<file path="src/rtl/mseq_gen_param.sv">
// mseq_gen_param: parametrised maximal-length LFSR chip generator.
// The code phase is set by advancing the LFSR k steps (seek) after loading SEED,
// so no per-shift phase table is needed for any register length.
// Ports:
//   clkin      - clock, rising edge
//   rst        - asynchronous active-high reset
//   start      - run request, accepted only while ready=1
//   shift      - code-phase shift k (all ones means k=0), sampled on accept
//   continuous - 1: repeat periods until stop, 0: one period
//   stop       - end continuous generation after the current period
//   ready      - idle, able to accept start
//   out        - chip value
//   out_valid  - out and chip_idx valid this cycle
//   epoch      - high with the last chip (chip_idx=N-1) of each period
//   chip_idx   - index of the current chip within the period
module mseq_gen_param #(
  parameter int unsigned         LENGTH = 6,
  parameter logic [LENGTH-1:0]   POLY   = LENGTH'(6'b000011),
  parameter logic [LENGTH-1:0]   SEED   = LENGTH'(6'b101010)
) (
  input  logic              clkin,
  input  logic              rst,
  input  logic              start,
  input  logic [LENGTH-1:0] shift,
  input  logic              continuous,
  input  logic              stop,
  output logic              ready,
  output logic              out,
  output logic              out_valid,
  output logic              epoch,
  output logic [LENGTH-1:0] chip_idx
);

  localparam int unsigned       N        = (32'd1 << LENGTH) - 32'd1;
  localparam logic [LENGTH-1:0] ALL_ONES = LENGTH'(N);
  localparam logic [LENGTH-1:0] LAST_IDX = LENGTH'(N - 32'd1);

  typedef enum logic [1:0] {
    S_IDLE = 2'd0,
    S_SEEK = 2'd1,
    S_RUN  = 2'd2
  } state_t;

  state_t            state_q;
  logic [LENGTH-1:0] lfsr_q;
  logic [LENGTH-1:0] seek_cnt_q;
  logic [LENGTH-1:0] idx_q;       // index of the chip to be registered next
  logic [LENGTH-1:0] chip_idx_q;
  logic              cont_q;
  logic              stop_req_q;
  logic              ready_q;
  logic              out_q;
  logic              out_valid_q;
  logic              epoch_q;

  // Feedback chip and the one-step advanced register
  logic              chip_c;
  logic [LENGTH-1:0] lfsr_step_c;
  logic [LENGTH-1:0] shift_k_c;

  assign chip_c      = ^(POLY & lfsr_q);
  assign lfsr_step_c = {chip_c, lfsr_q[LENGTH-1:1]};
  // A shift of N is a full period, i.e. the same phase as shift 0
  assign shift_k_c   = (shift == ALL_ONES) ? '0 : shift;

  // Sequencer: load, seek to code phase, then emit chips
  always_ff @(posedge clkin or posedge rst) begin
    if (rst) begin
      state_q     <= S_IDLE;
      lfsr_q      <= SEED;
      seek_cnt_q  <= '0;
      idx_q       <= '0;
      chip_idx_q  <= '0;
      cont_q      <= 1'b0;
      stop_req_q  <= 1'b0;
      ready_q     <= 1'b1;
      out_q       <= 1'b0;
      out_valid_q <= 1'b0;
      epoch_q     <= 1'b0;
    end else begin
      unique case (state_q)
        S_IDLE: begin
          ready_q     <= 1'b1;
          out_valid_q <= 1'b0;
          epoch_q     <= 1'b0;
          if (start) begin
            lfsr_q     <= SEED;
            seek_cnt_q <= shift_k_c;
            cont_q     <= continuous;
            stop_req_q <= 1'b0;
            idx_q      <= '0;
            ready_q    <= 1'b0;
            state_q    <= (shift_k_c != '0) ? S_SEEK : S_RUN;
          end
        end

        S_SEEK: begin
          lfsr_q     <= lfsr_step_c;
          seek_cnt_q <= seek_cnt_q - LENGTH'(1);
          if (stop) stop_req_q <= 1'b1;
          if (seek_cnt_q == LENGTH'(1)) state_q <= S_RUN;
        end

        S_RUN: begin
          out_q       <= chip_c;
          out_valid_q <= 1'b1;
          chip_idx_q  <= idx_q;
          lfsr_q      <= lfsr_step_c;
          if (stop) stop_req_q <= 1'b1;
          if (idx_q == LAST_IDX) begin
            epoch_q <= 1'b1;
            idx_q   <= '0;
            // A stop seen on this very edge still makes this the last period
            if (!cont_q || stop_req_q || stop) begin
              state_q    <= S_IDLE;
              ready_q    <= 1'b1;
              stop_req_q <= 1'b0;
            end
          end else begin
            epoch_q <= 1'b0;
            idx_q   <= idx_q + LENGTH'(1);
          end
        end

        default: begin
          state_q <= S_IDLE;
          ready_q <= 1'b1;
        end
      endcase
    end
  end

  assign ready     = ready_q;
  assign out       = out_q;
  assign out_valid = out_valid_q;
  assign epoch     = epoch_q;
  assign chip_idx  = chip_idx_q;

endmodule

</file>
<file path="config.mk">
export PLATFORM = sky130hd
export DESIGN_NAME = mseq_gen_param
export DESIGN_NICKNAME = d
export VERILOG_FILES = /design/src/rtl/mseq_gen_param.sv
export SDC_FILE = /design/constraint.sdc
export NUM_CORES = 1
export LEC_CHECK = 0
export CAP_MARGIN = 25
export CELL_PAD_IN_SITES_DETAIL_PLACEMENT = 0
export CELL_PAD_IN_SITES_GLOBAL_PLACEMENT = 1
export CORE_ASPECT_RATIO = 1.4
export CORE_MARGIN = 1
export CORE_UTILIZATION = 33
export CTS_BUF_LIST = sky130_fd_sc_hd__clkbuf_8 sky130_fd_sc_hd__clkbuf_16
export CTS_CLUSTER_DIAMETER = 200
export DETAILED_ROUTE_END_ITERATION = 8
export DONT_BUFFER_PORTS = 1
export PLACE_DENSITY = 0.52
export SLEW_MARGIN = 20
export SYNTH_ARGS = -nofsm -noshare
export SYNTH_HDL_FRONTEND = slang
export SYNTH_SLANG_ARGS = --single-unit
</file>
<file path="constraint.sdc">
create_clock -name clkin -period 3.3 [get_ports clkin]
set_clock_uncertainty 0.1 [all_clocks]
set_input_delay 0.66 -clock clkin [delete_from_list [all_inputs] [get_ports clkin]]
set_output_delay 0.66 -clock clkin [all_outputs]
set_load 0.005 [all_outputs]
</file>
Word level (Yosys, flattened, before mapping)
Cells that the tools add are included.
{ "op_classes": {"add_sub_neg": 2, "muxes": 26, "n_bitwise": 1, "n_eq_ne": 9, "reduce_logical": 18} }
{ "ops": {"columns": ["op", "count"], "rows": [
  ["$pmux 6 s2", 3],
  ["$mux 6", 5],
  ["$eq 6x6->1 const B", 2],
  ["$mux 2", 5],
  ["$reduce_and 2->1", 5],
  ["$mux 1", 8],
  ["$ne 2x2->1 const B", 4],
  ["$add 6x1->6 const B", 1],
  ["$eq 6x1->1 const B", 1],
  ["$pmux 1 s3", 2],
  ["$pmux 2 s3", 1],
  ["$reduce_bool 2->1", 3],
  ["$reduce_bool 6->1", 1],
  ["$reduce_xor 6->1", 1],
  ["$sub 6x1->6 const B", 1],
  ["$pmux 1 s2", 2],
  ["$reduce_and 4->1", 1],
  ["$reduce_and 3->1", 1],
  ["$reduce_bool 3->1", 1],
  ["$eq 2x1->1 const B", 1],
  ["$eq 2x2->1 const B", 1],
  ["$logic_not 2->1", 1],
  ["$logic_or 1x1->1", 2],
  ["$reduce_or 2->1", 1],
  ["2 further kinds", 2]
]} }
{ "word_totals": {"output_inout_bits": 10, "ff_bits": 32} }

Depth between registers and ports, before layout
{ "logic_depth": {"ltp_word": 6, "ltp_mapped": 8, "mapped_depth_nobuf": 6} }

Worst setup path before layout
Ideal clock, no wire load.
{ "synth_timing": {"path_kind": "input-to-reg", "startpoint": "in shift[3]", "endpoint": "reg seek_cnt_q[2]", "slack_ns": 1.525, "path_buffers": 1, "t_arrival_ns": 1.549, "setup_time_ns": 0.126, "cell_stages": 5, "cell_sequence": "nand4_1 > or2_1 > buf_6 > and3_1 > o32a_1"} }
{ "synth_between": {"elab_chain_len": 4} }
{ "synth_lines": {"columns": ["item", "line_no", "rtl"], "rows": [
  ["start, declared", "24", "input logic [LENGTH-1:0] shift,"],
  ["$eq 6x6->1", "64", "assign shift_k_c = (shift == ALL_ONES) ? '0 : shift;"],
  ["$mux 6", "64", null],
  ["$mux 6", "86", "if (start) begin"],
  ["$pmux 6 s2", "81", "unique case (state_q)"],
  ["end signal, assigned", "88", "seek_cnt_q <= shift_k_c;"],
  ["end signal, assigned", "99", "seek_cnt_q <= seek_cnt_q - LENGTH'(1);"],
  ["end, declared", "46", "logic [LENGTH-1:0] seek_cnt_q;"]
]} }
No other way between the ends. The select of a mux whose other input is x is not followed.
A chain may end at the register's enable or synchronous reset.

Worst setup path after layout
{ "layout_timing": {"startpoint": "reg state_q[0]", "endpoint": "reg seek_cnt_q[0]"} }
{ "layout_between": {"elab_chain_len": 3} }
{ "layout_lines": {"columns": ["item", "line_no", "rtl"], "rows": [
  ["start, declared", "44", "state_t state_q;"],
  ["start signal, assigned", "93", "state_q <= (shift_k_c != '0) ? S_SEEK : S_RUN;"],
  ["$eq 2x1->1 or $logic_not 2->1 (tied branches)", "81", null],
  ["$reduce_bool 2->1 (no line) or $ne 2x2->1 (tied branches)", null, null],
  ["$reduce_and 2->1 (no line)", null, null]
]} }
Parallel ways exist; a longest one is shown, timed or not.

==> run metrics <==
Max-cap violations=0; PwrDens=between 900 and 1000 nW/um^2; Tmin final=approximately 2300 ps; Core Area=a little under 5000 sq um; Final period util=0.707; setup_tns=0 ps; Final Hold Viols=0; Syn-to-layout area delta=9.36%; CTS Root Buffer Type=clkbuf_8; crit path launch type=flip-flop; die extent in x=roughly 62 um; grt peak-use layer=met2; First-pass DRT Iterations=5; max-slew violations=0; CP Capture Type=flip-flop; Port Buffers=0; Pleak=approximately 0.0008 uW; met2 global-route usage=0.286; met3 usage=0.0382; VDD IR max=between 0.0002 and 0.0003 V; Total Routing Usage GR=0.154; vias per cell=roughly 5.3; Setup Fix Bufs, Post-CTS=0; Cell variety after synth=44; initial antenna violation count=0; Post-CTS Hold Fix Bufs=0; Synth Area per Inst=10.6 sq um; vias=around 1,200; H-tree level count=2; starting DRC count in detailed routing=31; Critical Path AT=2360 ps; number of antenna diodes=0; synth top area cells=dfrtp_1 42%, dfstp_2 6.3%, mux2_2 6.1%; Mapped Cells=around 160; Mapped Area=1670 sq um; largest net degree at the start of global routing=33; CTS Sinks=32; Num CTS Buffers=5; grt met1 use=0.168; RSZ-0062 raised after global routing=no; Final Instance Area=1830 sq um; Post-synth top cells=28 x dfrtp_1, 10 x inv_1, 9 x a21oi_1, 9 x mux2_2, 9 x nand2_1; clk_lat worst skew=between 200 and 300 ps; worst hold slack=around 240 ps; Initial Util=0.345; cts repair resizes=0; clock slew at reported path FFs=approximately 70 ps; kind of critical path=reg2reg; flops & latches, synth=32; global-route wire length before repair=6310 um; row cnt=30; Ports=21; CTS tree=yes; slew margin rel.=0.378; Post-synth EDFFs=0; Seq/Total Area, Yosys=0.482; status=finished, final reports clean; WL final=between 3000 and 4000 um; Worst-Margin Slew=between 900 and 1000 ps; largest area contributor in the netlist=dfrtp_1; Nets=between 150 and 200; die area=between 5000 and 6000 sq um; dpl hpwl=2670 um; Critical Path Fanout Max=13; global placement routability congestion=approximately 0.73; Hold Path Class=in2async; Fmax=429 MHz; Routed wire per std cell=about 16 um; Final Setup Violations=0; global route overflow=0; Routed Antenna Nets=0; Worst Path Required=between 3000 and 4000 ps; drt drc=0; top-area cell type share of the netlist area=0.419; vias in the first global route=1,286; count leader, synth=dfrtp_1; clk buf depth=2; Main synth FF type=dfrtp_1; layout cell share with drive strength beyond 1=0.168; Mapped Nets=about 180; ys async rst share=1.00; DP Area=about 1700 sq um; Die Y=between 80 and 90 um; Yosys warning count=0
-- worst max-delay path: stages (launching register included) --
cell and delay [ps]:
dfrtp_1 400, inv_1 120, ha_1 430, mux2i_1 820
nor3_1 90, a21oi_1 150, o31ai_1 90
-- final timing paths --
kind | from | to | slack (ps) | depth (start not counted)
setup / recovery | state_q[0] | seek_cnt_q[0] | 970 | 6
hold / removal | rst | chip_idx[2] | 240 | 2
setup reg to reg | state_q[0] | seek_cnt_q[0] | 970 | 6
hold reg to reg | lfsr_q[2] | lfsr_q[2] | 400 | 1
max in group asynchronous | rst | ready | 2520 | 2
min in group clkin | start | ready | 380 | 1
-- report_power, final --
group          internal [uW]  switching (uW)
Clock                    187             141
Sequential               556             123
Combinational            323             404
Total                   1070             668
-- state kept, by name (all words and copies together) (netlist names) --
name and flops:
cont_q 1, out 1, ready 1, lfsr_q 6
state_q 2, out_valid 1, stop_req_q 1, epoch 1
seek_cnt_q 6, chip_idx 6, idx_q 6
-- cells in the final DEF, fill, tap and decap left out, types with 2 or more instances in the layout --
master    netlist  final
o21ai_1         5      5
a31oi_1         4      4
o31a_1          2      2
nand2_1         9      9
nor3_1          3      3
nand3_1         4      4
or3_1           2      2
nand2_2         2      2
nor4b_1         2      2
dfrtp_1        28     28
mux2i_1         4      4
dfstp_2         4      4
a21oi_1         9      9
buf_4           0      2
o31ai_1         2      2
mux2_2          9      9
nor3b_1         2      2
o21ai_0         6      6
a32o_1          3      3
nor2_1          6      6
inv_1          10     11
clkbuf_8        0      7
o22a_1          3      3
o211ai_1        2      2
a21o_1          3      3
nor4_1          2      2
nand2b_1        2      2
ha_1            8      8
-- area by class of cell --
cell class	instances	area (sq um)
Clock buffer	7	96.3
Timing Repair Buffer	2	15.0
Multi-Input combinational cell	109	790
Sequential cell	32	806
Inverter	10	37.5
Fill cell	491	3010
Clock inverter	1	3.75
Tap cell	64	80.1
-- stage by stage --
| stage | util | std cells | power, uW | worst slack, ps |
|---|---|---|---|---|
| after global routing | 0.378 | 225 | 1890 | 738 |
| after floorplan | - | 158 | 1250 | 1520 |
| after global placement | 0.357 | 217 | 1410 | 1060 |
| after CTS | 0.378 | 225 | 1760 | 957 |
| final | 0.378 | 225 | 1730 | 967 |
| after detailed placement | 0.357 | 217 | 1430 | 964 |
-- logic make-up after synthesis --
kind of cell,synth area share
adder cells (fa/ha/maj),0.0599
XOR/XNOR,0.00524
multiplexers,0.0846
AO/OA/AOI/OAI,0.200
flip-flops,0.482
buffers and inverters,0.0457
AND/OR/NAND/NOR,0.123
-- per-layer routing --
metal	part of all wire	vias to the layer above	routed length, um
met5	0	-	0
met4	0.017	0	61
met3	0.047	6	167
met2	0.55	25	1960
met1	0.39	572	1390
li1	-	584	-
No activity file was read; power rests on OpenSTA's default activity.
